`config.mk`:
```
export PLATFORM = sky130hd
export DESIGN_NAME = fn_sw_issue
export DESIGN_NICKNAME = d
export VERILOG_FILES = /design/src/rtl/fn_sw_pkg.sv /design/src/rtl/fn_sw_fifo.sv /design/src/rtl/fn_sw_issue.sv
export SDC_FILE = /design/constraint.sdc
export NUM_CORES = 1
export LEC_CHECK = 0
export ABC_AREA = 1
export ABC_CLOCK_PERIOD_IN_PS = 3900
export CAP_MARGIN = 20
export CORE_MARGIN = 8
export CORE_UTILIZATION = 45
export CTS_CLUSTER_SIZE = 10
export DETAILED_ROUTE_END_ITERATION = 16
export GPL_TIMING_DRIVEN = 0
export PLACE_DENSITY_LB_ADDON = 0.12
export SLEW_MARGIN = 20
export SYNTH_ARGS = -nofsm -noshare
export SYNTH_HDL_FRONTEND = slang
export SYNTH_SLANG_ARGS = --single-unit
```
`constraint.sdc`:
```
create_clock -name clk -period 3.9 [get_ports clk]
set_input_delay 1.17 -clock clk [delete_from_list [all_inputs] [get_ports clk]]
set_output_delay 1.17 -clock clk [all_outputs]
set_load 0.03 [all_outputs]
```
`src/rtl/fn_sw_pkg.sv`:
```
`default_nettype none
// +----------------------------------------------------------------------+
// | Module      : fn_sw_pkg                                              |
// | Description : Shared encodings for the logic-unit issue/collect     |
// |               block: function selects and command field positions.  |
// | Revision    : 1.0  initial release                                   |
// +----------------------------------------------------------------------+
package fn_sw_pkg;

   // Packed command layout: {sel[1:0], b, a}
   localparam int CMD_W      = 4;
   localparam int CMD_A      = 0;
   localparam int CMD_B      = 1;
   localparam int CMD_SEL_LO = 2;
   localparam int CMD_SEL_HI = 3;

   // Function select seen by the downstream logic unit
   typedef enum logic [1:0] {
      FN_AND  = 2'b00,
      FN_OR   = 2'b01,
      FN_XOR  = 2'b10,
      FN_XNOR = 2'b11
   } fn_sel_e;

endpackage
`default_nettype wire

```
`src/rtl/fn_sw_fifo.sv`:
```
`default_nettype none
// +----------------------------------------------------------------------+
// | Module      : fn_sw_fifo                                             |
// | Description : Small synchronous FIFO. Extra pointer MSB separates    |
// |               full from empty; reads are combinational from the     |
// |               head entry, so a write is visible the following cycle.|
// | Revision    : 1.0  initial release                                   |
// +----------------------------------------------------------------------+
module fn_sw_fifo #(
   parameter int WIDTH = 4,
   parameter int DEPTH = 4
) (
   input  logic             clk,
   input  logic             rst,
   input  logic             push_i,
   input  logic [WIDTH-1:0] wdata_i,
   input  logic             pop_i,
   output logic [WIDTH-1:0] rdata_o,
   output logic             full_o,
   output logic             empty_o
);

   localparam int AW = $clog2(DEPTH);

   logic [AW:0]      wptr_q, wptr_d;
   logic [AW:0]      rptr_q, rptr_d;
   logic [WIDTH-1:0] mem_q [DEPTH];
   logic             w_push;
   logic             w_pop;

   assign empty_o = (wptr_q == rptr_q);
   assign full_o  = ({~wptr_q[AW], wptr_q[AW-1:0]} == rptr_q);
   assign w_push  = push_i && !full_o;
   assign w_pop   = pop_i && !empty_o;
   assign rdata_o = mem_q[rptr_q[AW-1:0]];

   // Pointer advance; wrap-around falls out of the natural overflow
   always_comb begin
      wptr_d = wptr_q;
      rptr_d = rptr_q;
      if (w_push) begin
         wptr_d = wptr_q + 1'b1;
      end
      if (w_pop) begin
         rptr_d = rptr_q + 1'b1;
      end
   end

   // Pointer registers; reset empties the FIFO regardless of contents
   always_ff @(posedge clk or posedge rst) begin
      if (rst) begin
         wptr_q <= '0;
         rptr_q <= '0;
      end else begin
         wptr_q <= wptr_d;
         rptr_q <= rptr_d;
      end
   end

   // Storage is not reset: stale entries are unreachable once pointers clear
   always_ff @(posedge clk) begin
      if (w_push) begin
         mem_q[wptr_q[AW-1:0]] <= wdata_i;
      end
   end

endmodule
`default_nettype wire

```
`src/rtl/fn_sw_issue.sv`:
```
`default_nettype none
// +----------------------------------------------------------------------+
// | Module      : fn_sw_issue                                            |
// | Description : Queues {sel,b,a} commands, issues one per cycle to an  |
// |               external 1-bit logic unit, samples its result a cycle |
// |               later and packs results LSB-first into output words.  |
// | Revision    : 1.0  initial release                                   |
// +----------------------------------------------------------------------+
module fn_sw_issue
   import fn_sw_pkg::*;
#(
   parameter int DEPTH = 4,
   parameter int RES_W = 4
) (
   input  logic             clk,
   input  logic             rst,
   input  logic             in_valid,
   output logic             in_ready,
   input  logic [CMD_W-1:0] in_cmd,
   output logic             a,
   output logic             b,
   output logic [1:0]       sel,
   input  logic             y,
   output logic             res_valid,
   input  logic             res_ready,
   output logic [RES_W-1:0] res_data
);

   localparam int              CNT_W    = $clog2(RES_W);
   localparam logic [CNT_W-1:0] CNT_LAST = CNT_W'(RES_W - 1);

   logic [CMD_W-1:0] w_fifo_rdata;
   logic             w_fifo_full;
   logic             w_fifo_empty;
   logic             w_issue;
   logic             w_last;
   logic [RES_W-1:0] w_pack_y;

   logic             a_q, a_d;
   logic             b_q, b_d;
   logic [1:0]       sel_q, sel_d;
   logic             op_vld_q, op_vld_d;
   logic [CNT_W-1:0] cnt_q, cnt_d;
   logic [RES_W-1:0] pack_q, pack_d;
   logic             res_valid_q, res_valid_d;
   logic [RES_W-1:0] res_data_q, res_data_d;

   fn_sw_fifo #(
      .WIDTH (CMD_W),
      .DEPTH (DEPTH)
   ) u_fifo (
      .clk     (clk),
      .rst     (rst),
      .push_i  (in_valid),
      .wdata_i (in_cmd),
      .pop_i   (w_issue),
      .rdata_o (w_fifo_rdata),
      .full_o  (w_fifo_full),
      .empty_o (w_fifo_empty)
   );

   // Readiness depends on occupancy only; a same-cycle pop does not free a slot
   assign in_ready = !w_fifo_full;

   // The in-flight op is the last bit of its word
   assign w_last = op_vld_q && (cnt_q == CNT_LAST);

   // Hold issue while a word waits for the consumer or is about to be produced
   assign w_issue = !w_fifo_empty && !res_valid_q && !w_last;

   // Issue stage: load operands from the FIFO head, otherwise hold them
   always_comb begin
      a_d      = a_q;
      b_d      = b_q;
      sel_d    = sel_q;
      op_vld_d = 1'b0;
      if (w_issue) begin
         a_d      = w_fifo_rdata[CMD_A];
         b_d      = w_fifo_rdata[CMD_B];
         sel_d    = w_fifo_rdata[CMD_SEL_HI:CMD_SEL_LO];
         op_vld_d = 1'b1;
      end
   end

   // Capture/pack stage: drop y into bit cnt and publish full words
   always_comb begin
      cnt_d          = cnt_q;
      pack_d         = pack_q;
      res_valid_d    = res_valid_q;
      res_data_d     = res_data_q;
      w_pack_y       = pack_q;
      w_pack_y[cnt_q] = y;
      if (res_valid_q && res_ready) begin
         res_valid_d = 1'b0;
      end
      if (op_vld_q) begin
         if (cnt_q == CNT_LAST) begin
            res_data_d  = w_pack_y;
            res_valid_d = 1'b1;
            cnt_d       = '0;
            pack_d      = '0;
         end else begin
            pack_d = w_pack_y;
            cnt_d  = cnt_q + 1'b1;
         end
      end
   end

   // State registers; reset discards in-flight op and any partial word
   always_ff @(posedge clk or posedge rst) begin
      if (rst) begin
         a_q         <= 1'b0;
         b_q         <= 1'b0;
         sel_q       <= 2'b00;
         op_vld_q    <= 1'b0;
         cnt_q       <= '0;
         pack_q      <= '0;
         res_valid_q <= 1'b0;
         res_data_q  <= '0;
      end else begin
         a_q         <= a_d;
         b_q         <= b_d;
         sel_q       <= sel_d;
         op_vld_q    <= op_vld_d;
         cnt_q       <= cnt_d;
         pack_q      <= pack_d;
         res_valid_q <= res_valid_d;
         res_data_q  <= res_data_d;
      end
   end

   assign a         = a_q;
   assign b         = b_q;
   assign sel       = sel_q;
   assign res_valid = res_valid_q;
   assign res_data  = res_data_q;

endmodule
`default_nettype wire

```
* Word-level counts from Yosys, hierarchy flattened
Memories as Yosys holds them, arrays and structs flattened. A register that Yosys moved wholly into a read port is not among the register bits. Cells that the tools add are included.
Storage, ports and cells: register bits after elaboration 18, bits in writable memories 16, input bits 9, output and inout port bits 10, logic and storage cells 40, memories 1
Operators by class: $add $sub $neg 3, order comparisons 2, equality and inequality tests 3, multiplexer cells 11, bitwise gates (word level) 1, reductions and logical operators 12
Memory list:
- u_fifo.mem_q | words 4, width 4, rd ports 1, clocked after Yosys merged registers in 1, wr ports 1, RTL line fn_sw_fifo.sv:27 | logic [WIDTH-1:0] mem_q [DEPTH];
Operators by type and width (count):
- logical AND 1 bit | 7
- two-way mux 1 bit | 7
- adder 3 x 1 -> 3 bit, second input constant | 2
- equality test 3 bit | 2
- bitwise mux 4 bit | 1
- zero test 1 bit | 4
- two-way mux 4 bit | 1
- less-than comparator 2 x 3 -> 1 bit, second input constant | 1
- adder 2 x 1 -> 2 bit, second input constant | 1
- demux 1 bit (select 2 bit) | 1
- equality test 2 bit, second input constant | 1
- >= comparator 2 x 1 -> 1 bit, second input constant | 1
- two-way mux 2 bit | 1
- AND reduction 2 bit | 1
- inverter 1 bit | 1

* Longest topological paths before layout
depth after elaboration 6, depth in mapped cells 7, depth with buffers taken out 7

* By module
From an unflattened synthesis, not the netlist that was laid out.
Second synthesis, totals: cell total of the unflattened synthesis 191, area total of the unflattened synthesis 1824.2 sq um
Modules (own cells, without submodules):
- fn_sw_fifo | times used 1, cells an instance 102, area an instance 1067.3 sq um
- fn_sw_issue | times used 1, cells an instance 89, area an instance 757.0 sq um

* Least setup slack after synthesis
OpenSTA, ideal clock, no wires.
path kind register to output, from register u_fifo.wptr_q[0], to output port in_ready, arrival time 847 ps, required time 2730 ps, setup slack 1883 ps, cell stages (with the launch flop) 5, cell sequence dfrtp_1 -> inv_1 -> nand2_1 -> nand2_4 -> nand3_4
Between the ends: cells in the longest elaborated chain, start to end 2
RTL lines:
- from (decl) | RTL line fn_sw_fifo.sv:25 | logic [AW:0] wptr_q, wptr_d;
- from (signal assigned) | RTL line fn_sw_fifo.sv:55 | wptr_q <= wptr_d;
- equality test 3 bit | RTL line fn_sw_fifo.sv:32 | assign full_o = ({~wptr_q[AW], wptr_q[AW-1:0]} == rptr_q);
- zero test 1 bit | RTL line fn_sw_issue.sv:63 | assign in_ready = !w_fifo_full;
- to (decl) | RTL line fn_sw_issue.sv:18 | output logic in_ready,
No other way between the ends.

* Worst setup path in the final report
from register u_fifo.rptr_q[1], to output port in_ready
Between the ends: cells in the longest elaborated chain, start to end 2
RTL lines:
- from (decl) | RTL line fn_sw_fifo.sv:26 | logic [AW:0] rptr_q, rptr_d;
- from (signal assigned) | RTL line fn_sw_fifo.sv:56 | rptr_q <= rptr_d;
- equality test 3 bit | RTL line fn_sw_fifo.sv:32
- zero test 1 bit | RTL line fn_sw_issue.sv:63
No other way between the ends.

==> out/results.ini <==
[run_status]
status = complete, no violations

[logic_synthesis]
syn_area_um2 = 1780
syn_inst = 188
synth_ff_type = dfrtp_1
ys_seq_area_share_pct = 56.50
yosysUniqueCellTypes = 19
synth_area_per_cell_um2 = 9.471
synth_edf_count = 16
ys_top_cells_by_area = dfrtp_1, edfxtp_1, nand2_1, inv_1, ha_1
synth.largest_area_cell = dfrtp_1
yosysMostFrequentCell = nand2_1
synth.net_count = 206
async_flop_share_pct = 56.76
yosysWarnings = 0
ys_top_cells_by_count = nand2_1, inv_1, dfrtp_1
synth.top_cell.area_share_pct = 29.52
synth_seq_cells = 37

[worst_setup_path]
crit_chain = inv_2 > nand2_2 > nand2_2 > nand3_4 > clkdlybuf4s50_1
slowest_delay_ns = 0.69
cp-end-kind = primary output
worst_ep_required_time_ns = 2.73
critPathSlowestCell = clkdlybuf4s50_1
crit_top_cell = nand2_2
r2r_end = u_fifo.mem_q[0][2]$_DFFE_PP_
worstPathMaxFanout = 8
cp.arrival_ns = 1.88
crit_path_start_kind = flip-flop
r2r_slack_ns = 2.17
r2r-start = u_fifo.rptr_q[1]$_DFFE_PP0P_
worst_r2r_path_depth = 6
path_class = flip-flop to primary output

[finish]
nets = 231
num_antenna_cells = 0
drive_gt1_share_pct = 9.813
fin_util_pct = 53.80
syn_to_final_growth_pct = 18.27

[sta]
rsz0062_at_grt = false
holdWs_ns = 0.4716
hold_viol_final = 0
finalMaxSlewViolations = 0
relSlewSlack_pct = 46.71
finClkSkew_ns = 0.006133
fin_tns_setup_ns = 0
max_freq_mhz = 328.0
worst_slew_pin_slew_ns = 0.7985
final-setup-viol-count = 0
fin_crit_sh_pct = 78.18
period_needed_ns = 3.049

[power]
power_frac_comb_pct = 48.7
switching_share_pct = 43.36
p_clk_share_pct = 14.1
ir_drop_uv = 307.2
powerDensity_nw_per_um2 = 836.9
leakage_nw = 1.032
p_seq_share_pct = 37.3
p_int_w = 0.0009982
power.switching_w = 0.0007641

[flow_run]
maxCapViolations = 0

[min_path]
min_from = a$_DFFE_PP0P_
hold_end = a$_DFFE_PP0P_
min_path_type = flip-flop to flip-flop
holdPathStages = 2

[clock_network]
clock_sinks = 37
postCtsResizedCells = 0
clk_latency_ns = 0.28
clkTransAtPathRegs_ns = 0.07
cts_root_buf = clkbuf_8
cts_made_buffers = 5
cts_tree = done
clock_path_buffers = 2
ctsHoldBuffers = 0
cts_setup_buffers = 0
htree_levels = 2

[global_routing]
grt_use_total_pct = 11.47
grt_overflow = 0
grt_pass1_vias = 1203
antenna_found_initial = 0
grt_pass1_wl_um = 5561
grt_max_degree = 22

[floorplan]
fp.dieW_um = 78.90
die_h_um = 78.90
start_util_pct = 45.49
dieArea_um2 = 6225
rows = 23
core-area_um2 = 3914
io_pins = 19

[drt]
drt_wl_total_um = 3197
detail-route-antenna-nets = 0
first_iter_violations = 88
drc = 0
num_vias = 1216
drtPass1Iterations = 4
wl_per_cell_um = 12.11
viasPerCell = 4.606

[placement]
hpwl_um = 2343
place.gp.congestion = 0.8241
port_buffers = 18

-- worst max path at each step --
stage,from,to,slack (ns)
2_1_floorplan,u_fifo.wptr_q[0]$_DFFE_PP0N_,in_ready,1.88
3_3_place_gp,u_fifo.rptr_q[1]$_DFFE_PP0P_,in_ready,1.15
3_5_place_dp,u_fifo.rptr_q[1]$_DFFE_PP0P_,in_ready,1.15
4_1_cts,u_fifo.rptr_q[1]$_DFFE_PP0P_,in_ready,0.83
5_1_grt,u_fifo.rptr_q[1]$_DFFE_PP0P_,in_ready,0.75
6_report,u_fifo.rptr_q[1]$_DFFE_PP0P_,in_ready,0.85
-- cells by family after synthesis --
kind of cell,after synthesis,share of synthesized area [%]
XOR/XNOR,2,0.9840
buffers and inverters,36,8.011
AO/OA/AOI/OAI,12,3.584
adder cells (fa/ha/maj),9,6.325
flip-flops,37,56.50
AND/OR/NAND/NOR,92,24.60
-- stage by stage --
stage | std cells | total power [W] | setup WS [ns] | area, um^2
after floorplan | 188 | 0.001277 | 1.883 | 1780
after global placement | 256 | 0.001496 | 1.147 | 2023
after detailed placement | 256 | 0.001531 | 1.151 | 2023
after CTS | 264 | 0.001784 | 0.8299 | 2106
after global routing | 264 | 0.001933 | 0.7550 | 2106
final | 264 | 0.001762 | 0.8508 | 2106
-- power groups by stage --
stage / combinational, W / sequential [W] / clock, W
5_1_grt: 0.000984 / 0.000674 / 0.000275
2_1_floorplan: 0.000550 / 0.000727 / 0
4_1_cts: 0.000870 / 0.000658 / 0.000257
6_report: 0.000857 / 0.000657 / 0.000248
3_3_place_gp: 0.000840 / 0.000656 / 0
3_5_place_dp: 0.000866 / 0.000665 / 0
-- flip-flops by register name, indices dropped and copies added, names as in the netlist --
| register | count |
|---|---|
| u_fifo.wptr_q | 3 |
| res_data | 4 |
| cnt_q | 2 |
| u_fifo.rptr_q | 3 |
| res_valid | 1 |
| sel | 2 |
| u_fifo.mem_q | 16 |
| a | 1 |
| pack_q | 3 |
| op_vld_q | 1 |
| b | 1 |
-- layout make-up --
type,instances,area (um^2)
fill,378,1808
sequential,37,1006
multi-input combinational,115,631.9
timing repair buffer,18,180.2
inverter,35,131.4
clock buffer,6,72.57
tap,50,62.56
buffer,1,11.26
clock inverter,2,10.01
-- worst max-delay path: cells and delay by family (launching register included) --
| family | cells | cell delay, ns |
|---|---|---|
| buf+inv | 2 | 0.81 |
| simple gates | 3 | 0.29 |
| flops | 1 | 0.50 |
-- placed cells by master (no fill, tap or decap), types with 3 or more instances in the layout --
cell	n
edfxtp_1	16
a21oi_1	4
clkbuf_8	5
o21ai_0	4
o22ai_1	3
ha_1	9
nor2_1	7
inv_2	3
inv_1	32
clkdlybuf4s50_1	18
nand2_4	3
dfrtp_1	21
nand3_1	18
nand2_1	56
nand2_2	4
-- routing by layer --
metal / up-vias / track usage (%) / wire length [um]
li1: 642 / - / -
met1: 549 / 14.86 / 1593
met2: 20 / 16.32 / 1364
met3: 5 / 4.853 / 183
met4: 0 / 5.000 / 55
met5: - / 0 / 0
Power figures use the tool's default switching activity.
